$ cat config.mk
export PLATFORM = sky130hd
export DESIGN_NAME = spi_controller_flat
export DESIGN_NICKNAME = d
export VERILOG_FILES = /design/src/rtl/spi_pkg.sv /design/src/rtl/spi_controller_if.sv /design/src/rtl/spi_clk_tick.sv /design/src/rtl/spi_controller.sv /design/src/flat_wrapper.sv
export SDC_FILE = /design/constraint.sdc
export NUM_CORES = 1
export LEC_CHECK = 0
export CORE_MARGIN = 2
export CORE_UTILIZATION = 50
export DETAILED_ROUTE_END_ITERATION = 7
export PLACE_DENSITY_LB_ADDON = 0.05
export SYNTH_ARGS = -nofsm -noshare
export SYNTH_HDL_FRONTEND = slang
export SYNTH_HIERARCHICAL = 1
export SYNTH_SLANG_ARGS = --single-unit
$ cat constraint.sdc
create_clock -name clk -period 5.7 [get_ports clk]
set_clock_uncertainty 0.1 [all_clocks]
set_input_delay 1.14 -clock clk [delete_from_list [all_inputs] [get_ports clk]]
set_output_delay 1.14 -clock clk [all_outputs]
set_load 0.005 [all_outputs]
$ cat src/rtl/spi_pkg.sv
// Shared types and constants for the SPI controller.
// SPI_CTRL_BYTE_GAP_EN adds the StByteGap state to the state enumeration.
package spi_pkg;

    localparam int unsigned ByteWidth = 8;
    localparam int unsigned MinClkDiv = 4;

    typedef enum logic [2:0] {
        StIdle,
        StLead,
        StSckHi,
        StSckLo,
        StTrail,
        StCsGap
`ifdef SPI_CTRL_BYTE_GAP_EN
        ,
        StByteGap
`endif
    } state_e;

endpackage

$ cat src/rtl/spi_controller_if.sv
// Host-side request/response and SPI pin bundle for spi_controller.
// The master modport is the controller itself; slave is whoever drives it and
// models the peripheral.
interface spi_controller_if #(
    parameter int unsigned BITS = 64
);
    logic            start;
    logic [BITS-1:0] tx_word;
    logic            busy;
    logic            done;
    logic [BITS-1:0] rx_word;
    logic            SCK;
    logic            CS;
    logic            COPI;
    logic            CIPO;

    modport master (
        input  start,
        input  tx_word,
        input  CIPO,
        output busy,
        output done,
        output rx_word,
        output SCK,
        output CS,
        output COPI
    );

    modport slave (
        output start,
        output tx_word,
        output CIPO,
        input  busy,
        input  done,
        input  rx_word,
        input  SCK,
        input  CS,
        input  COPI
    );
endinterface

$ cat src/rtl/spi_clk_tick.sv
// Half-period tick generator: pulses when the count reaches CLK_DIV-1.
// Held at zero while clear is high so every phase starts a full half-period;
// the tick itself wraps the count, which is when the FSM changes state.
module spi_clk_tick #(
    parameter int unsigned CLK_DIV = 4
) (
    input  logic clk,
    input  logic resetn,
    input  logic clear,
    output logic tick
);
    localparam int unsigned CntW = $clog2(CLK_DIV);

    logic [CntW-1:0] cnt_q;

    assign tick = (cnt_q == CntW'(CLK_DIV - 1)) && !clear;

    // Free-running half-period counter, restarted on clear or tick.
    always_ff @(posedge clk) begin
        if (!resetn || clear || tick) begin
            cnt_q <= '0;
        end else begin
            cnt_q <= cnt_q + CntW'(1);
        end
    end
endmodule

$ cat src/rtl/spi_controller.sv
// SPI mode-0 controller: little-endian byte order, MSB first within a byte.
// Define SPI_CTRL_BYTE_GAP_EN to insert a 2*CLK_DIV SCK-low gap between bytes.
import spi_pkg::*;

module spi_controller #(
    parameter int unsigned BITS    = 64,
    parameter int unsigned CLK_DIV = 4
) (
    input  logic             clk,
    input  logic             resetn,
    spi_controller_if.master bus
);
    localparam int unsigned CntW = $clog2(BITS);

    if (CLK_DIV < MinClkDiv) begin : g_bad_div
        $error("spi_controller: CLK_DIV below minimum");
    end
    if (BITS != 32 && BITS != 64) begin : g_bad_bits
        $error("spi_controller: BITS must be 32 or 64");
    end

    state_e          state_q;
    logic [BITS-1:0] tx_q;
    logic [BITS-1:0] rx_sr_q;
    logic [BITS-1:0] rx_word_q;
    logic [CntW-1:0] bit_cnt_q;
    logic            sck_q;
    logic            cs_q;
    logic            copi_q;
    logic            busy_q;
    logic            done_q;
    logic            tick;
    logic            tick_clear;
    logic            last_bit;
`ifdef SPI_CTRL_BYTE_GAP_EN
    logic            gap_half_q;
    logic            byte_end;
`endif

    // Transfer-order bit n maps to word bit {byte, 7 - bit-in-byte}.
    function automatic logic [CntW-1:0] bit_index(input logic [CntW-1:0] n);
        return {n[CntW-1:3], ~n[2:0]};
    endfunction

    assign tick_clear = (state_q == StIdle);
    assign last_bit   = (bit_cnt_q == CntW'(BITS - 1));
`ifdef SPI_CTRL_BYTE_GAP_EN
    assign byte_end   = (bit_cnt_q[2:0] == 3'(ByteWidth - 1));
`endif

    spi_clk_tick #(
        .CLK_DIV(CLK_DIV)
    ) u_tick (
        .clk   (clk),
        .resetn(resetn),
        .clear (tick_clear),
        .tick  (tick)
    );

    // Transfer sequencer; all pin and status outputs are registered here.
    always_ff @(posedge clk) begin
        if (!resetn) begin
            state_q   <= StIdle;
            tx_q      <= '0;
            rx_sr_q   <= '0;
            rx_word_q <= '0;
            bit_cnt_q <= '0;
            sck_q     <= 1'b0;
            cs_q      <= 1'b1;
            copi_q    <= 1'b0;
            busy_q    <= 1'b0;
            done_q    <= 1'b0;
`ifdef SPI_CTRL_BYTE_GAP_EN
            gap_half_q <= 1'b0;
`endif
        end else begin
            done_q <= 1'b0;
            unique case (state_q)
                StIdle: begin
                    if (bus.start) begin
                        tx_q    <= bus.tx_word;
                        state_q <= StLead;
                        busy_q  <= 1'b1;
                        cs_q    <= 1'b0;
                        copi_q  <= bus.tx_word[7];
                    end
                end
                StLead: begin
                    if (tick) begin
                        state_q <= StSckHi;
                        sck_q   <= 1'b1;
                        rx_sr_q[bit_index(bit_cnt_q)] <= bus.CIPO;
                    end
                end
                StSckHi: begin
                    if (tick) begin
                        state_q <= StSckLo;
                        sck_q   <= 1'b0;
                        // Last bit stays on COPI through TRAIL.
                        if (!last_bit) begin
                            copi_q <= tx_q[bit_index(bit_cnt_q + CntW'(1))];
                        end
                    end
                end
                StSckLo: begin
                    if (tick) begin
                        bit_cnt_q <= bit_cnt_q + CntW'(1);
                        if (last_bit) begin
                            state_q <= StTrail;
`ifdef SPI_CTRL_BYTE_GAP_EN
                        end else if (byte_end) begin
                            state_q <= StByteGap;
`endif
                        end else begin
                            state_q <= StSckHi;
                            sck_q   <= 1'b1;
                            rx_sr_q[bit_index(bit_cnt_q + CntW'(1))] <= bus.CIPO;
                        end
                    end
                end
`ifdef SPI_CTRL_BYTE_GAP_EN
                // Two half-periods with SCK low; COPI already holds the next MSB.
                StByteGap: begin
                    if (tick) begin
                        gap_half_q <= ~gap_half_q;
                        if (gap_half_q) begin
                            state_q <= StSckHi;
                            sck_q   <= 1'b1;
                            rx_sr_q[bit_index(bit_cnt_q)] <= bus.CIPO;
                        end
                    end
                end
`endif
                StTrail: begin
                    if (tick) begin
                        state_q   <= StCsGap;
                        cs_q      <= 1'b1;
                        copi_q    <= 1'b0;
                        rx_word_q <= rx_sr_q;
                        done_q    <= 1'b1;
                    end
                end
                StCsGap: begin
                    if (tick) begin
                        state_q <= StIdle;
                        busy_q  <= 1'b0;
                    end
                end
                default: begin
                    state_q <= StIdle;
                end
            endcase
        end
    end

    assign bus.SCK     = sck_q;
    assign bus.CS      = cs_q;
    assign bus.COPI    = copi_q;
    assign bus.busy    = busy_q;
    assign bus.done    = done_q;
    assign bus.rx_word = rx_word_q;
endmodule

$ cat src/flat_wrapper.sv
// flat-port wrapper written by rule: the top's interface ports become plain ports
module spi_controller_flat 
#(
    parameter int unsigned BITS    = 64,
    parameter int unsigned CLK_DIV = 4
)
  (clk, resetn, bus_start, bus_tx_word, bus_CIPO, bus_busy, bus_done, bus_rx_word, bus_SCK, bus_CS, bus_COPI);
  spi_controller_if #(.BITS(BITS)) bus_i ();
  input  logic clk;
  input  logic resetn;
  input wire logic [$bits(bus_i.start)-1:0] bus_start;
  input wire logic [$bits(bus_i.tx_word)-1:0] bus_tx_word;
  input wire logic [$bits(bus_i.CIPO)-1:0] bus_CIPO;
  output wire logic [$bits(bus_i.busy)-1:0] bus_busy;
  output wire logic [$bits(bus_i.done)-1:0] bus_done;
  output wire logic [$bits(bus_i.rx_word)-1:0] bus_rx_word;
  output wire logic [$bits(bus_i.SCK)-1:0] bus_SCK;
  output wire logic [$bits(bus_i.CS)-1:0] bus_CS;
  output wire logic [$bits(bus_i.COPI)-1:0] bus_COPI;
  assign bus_i.start = bus_start;
  assign bus_i.tx_word = bus_tx_word;
  assign bus_i.CIPO = bus_CIPO;
  assign bus_busy = bus_i.busy;
  assign bus_done = bus_i.done;
  assign bus_rx_word = bus_i.rx_word;
  assign bus_SCK = bus_i.SCK;
  assign bus_CS = bus_i.CS;
  assign bus_COPI = bus_i.COPI;
  spi_controller #(.BITS(BITS), .CLK_DIV(CLK_DIV)) u_core (.clk(clk), .resetn(resetn), .bus(bus_i));
endmodule
==> metrics.md <==
| Metric | Value |
|---|---|
| Worst vdd ir | `0.0001820 V` |
| Total Die Area | `20240 sq um` |
| Share of cells above drive strength 1 | `5.837%` |
| Cell row count | `50` |
| Largest area contributor in the netlist | `dfxtp_1` |
| Htree depth | `1` |
| Initial antenna violation count | `0` |
| Mapped Area | `9558 sq um` |
| Total wire length | `25950 microns` |
| Nets | `1356` |
| Post-route total power | `3.088 mW` |
| WHS Endpoint | `u_core/u_tick/cnt_q[0]` |
| Post-CTS Setup Bufs | `0` |
| Register-to-Register Path Depth | `7` |
| CTS Buf Count | `22` |
| Most frequent cells in the layout | `nand2_1, dfxtp_1, a21oi_1` |
| CTS tree | `yes` |
| Register area share after synthesis | `43.57%` |
| Worst EP arrival | `3.69 ns` |
| Synthesis-stage register bit count | `208` |
| I/O pins | `137` |
| Area contributors post-synth | `dfxtp_1, nand2_1, a21oi_1` |
| Synthesized net count | `1286` |
| Multi-input logic area | `4923 sq um` |
| Hold_sp | `u_core/u_tick/cnt_q[0]` |
| Hold Crit Class | `reg -> reg` |
| Vias in the first global route | `8109` |
| Fmax | `290.8 MHz` |
| Die Wd | `142.3 microns` |
| Top FF cell, synth | `dfxtp_1` |
| Avg WL per Cell | `16.90 microns` |
| R2R Path Start | `u_core/bit_cnt_q[1]` |
| First-pass iteration count of the detailed router | `6` |
| R2r setup slk | `2.26 ns` |
| Commonest non-fill, non-tap cell in the layout | `nand2_1` |
| Estimated wirelength of the detail-placed design | `17500 microns` |
| CTS clock-pin slew for the worst setup and hold paths | `0.06 ns` |
| Setup CP Type | `reg -> reg` |
| Rel. slew slack | `23.97%` |
| Gr usage total | `25.44%` |
| Drt initial violations | `837` |
| Syn avg cell area | `7.860 sq um` |
| Longest Clk Path Bufs | `3` |
| Post-cts gate resize count | `0` |
| Final ANT Viol Nets | `0` |
| CP Capture Type | `register` |
| FF-to-FF End | `u_core/rx_sr_q[61]` |
| DR vias | `8648` |
| Worst path required time | `5.95 ns` |
| Crit share post-route | `60.34%` |
| Max_cap viols | `0` |
| Unrepaired setup endpoints after global routing | `false` |
| Clk_lat worst skew | `0.49 ns` |
| Vias/cell | `5.630` |
| Syn-to-layout area delta | `21.29%` |
| DRC Markers | `0` |
| Synthesis Warnings | `6` |
| Antenna Diode Count | `0` |
| CP Max Fanout | `24` |
| Setup violations, final | `0` |
| Hold Path Depth | `1` |
| Final Wtd Congestion | `0.9297` |
| Final Hold Violating Endpoints | `0` |
| Syn Inst Count | `1216` |
| Pin count of the biggest net entering global routing | `80` |
| Power Density | `266.4 nW/um^2` |
| Post-CTS Hold Fix Bufs | `0` |
| Total area of sequential cells | `4164 sq um` |
| Final global-route overflow total | `0` |
| PortBufs | `136` |
| Initial Util | `51.10%` |
| DIE HEIGHT | `142.3 microns` |
| Setup TNS | `0 ns` |
| Post-synth ARST share | `0%` |
| Post-synth EDFFs | `0` |
| Setup crit start kind | `register` |
| First-pass GRT wire length | `42010 microns` |
| Fill count | `1786` |
| Core box area | `18710 sq um` |
| Clock Sink Count | `208` |
| Clk Tree Root Cell | `clkbuf_16` |
| Netlist cell types | `65` |
| Status | `complete, no violations` |
| Worst-margin pin slew | `1.140 ns` |
| Final Max Tran Viols | `0` |
| Leak pwr | `3.975 nW` |
| Crit path time final | `3.439 ns` |
| Synth top area share | `43.57%` |
-- metrics by stage --
step / util (%) / worst slack [ns] / hold slack (ns) / cell area [sq um] / cells
floorplan: - / 3.079 / 0.3212 / 9558 / 1216
global placement: 58.02 / 2.253 / 0.3348 / 10850 / 1496
detailed placement: 58.02 / 2.176 / 0.3357 / 10850 / 1496
CTS: 61.97 / 2.358 / 0.3447 / 11590 / 1536
global route: 61.97 / 2.001 / 0.3660 / 11590 / 1536
finish: 61.97 / 2.261 / 0.3485 / 11590 / 1536
-- flip-flops by register name, summed over array words and instances, names as in the netlist --
signal / cells
u_core/bus.rx_word: 64
u_core/rx_sr_q: 64
u_core/tx_q: 64
u_core/bit_cnt_q: 6
u_core/state_q: 3
u_core/u_tick/cnt_q: 2
u_core/bus.COPI: 1
u_core/bus.CS: 1
u_core/bus.SCK: 1
u_core/bus.busy: 1
u_core/bus.done: 1
-- worst max-delay path, cell delays in order (launching register included) --
cell and delay (ns):
dfxtp_1 0.62, ha_1 0.67, xor2_4 0.40, nor3_1 0.83
o211ai_1 0.21, a21oi_1 0.21, mux2i_1 0.20, nor2_1 0.05
-- power by group --
part / switching, mW / internal, mW / total, mW / leakage, nW
logic: 0.0819 / 0.0742 / 0.156 / 1.92
registers: 0.0169 / 1.48 / 1.50 / 1.69
clock network: 0.553 / 0.880 / 1.43 / 0.370
total: 0.651 / 2.44 / 3.09 / 3.97
-- worst max path at each step --
stage,startpoint,to,slack [ns]
2_1_floorplan,u_core/state_q[0],u_core/bus.rx_word[58],3.08
3_3_place_gp,bus_start,u_core/tx_q[45],2.25
3_5_place_dp,bus_start,u_core/tx_q[61],2.18
4_1_cts,u_core/bit_cnt_q[1],u_core/rx_sr_q[61],2.36
5_1_grt,u_core/state_q[2],u_core/bus.rx_word[36],2.00
6_report,u_core/bit_cnt_q[1],u_core/rx_sr_q[61],2.26
-- cells in the mapped netlist (2+ instances only) --
cell type and n:
buf_2 14, mux2_2 6, mux4_2 4, clkbuf_1 63
o21a_1 2, nor4_1 2, nand2b_1 8, o32a_1 2
o21ai_0 34, nor3_1 16, nand4_1 7, a211oi_1 18
buf_6 6, a21oi_1 159, a31oi_1 9, and4_1 2
inv_1 4, a221oi_1 3, nand2_1 332, nor3b_1 4
xnor2_1 4, nand3b_1 8, nor2b_1 12, o21ai_1 8
ha_1 2, or3_1 4, or4_1 2, dfxtp_1 208
o211ai_1 6, buf_1 11, nand3_1 32, a22oi_1 3
mux2i_1 68, nor2_1 77, clkinv_1 2, o31ai_1 2
and3b_1 5, buf_4 7, and3_1 11, o22ai_1 24
-- logic make-up (layout without fill, tap and decap cells) --
family	Yosys count	in the layout	share of synthesized area, %
flip-flops	208	208	43.57
AND/OR/NAND/NOR	531	531	24.09
multiplexers	78	78	8.771
adder cells (fa/ha/maj)	2	2	0.2618
AO/OA/AOI/OAI	283	283	17.20
XOR/XNOR	6	6	0.9426
buffers and inverters	108	194	5.171
-- area by class of cell --
cell class	instances	share of cell area [%]
multi-input combinational	900	42.47
sequential	208	35.92
tap	234	2.526
inverter	7	0.2482
timing repair buffer	147	12.46
clock buffer	32	5.602
clock inverter	8	0.7771
-- per-layer routing --
| metal | GRT usage [%] | wire length (microns) | part of all wire [%] |
|---|---|---|---|
| met1 | 37.79 | 12270 | 47 |
| met4 | 6.947 | 565 | 2.2 |
| met5 | 0 | 0 | 0 |
| met2 | 39.38 | 11530 | 44 |
| met3 | 2.658 | 1589 | 6.1 |
Note: power is estimated with default switching activity, not from simulation.
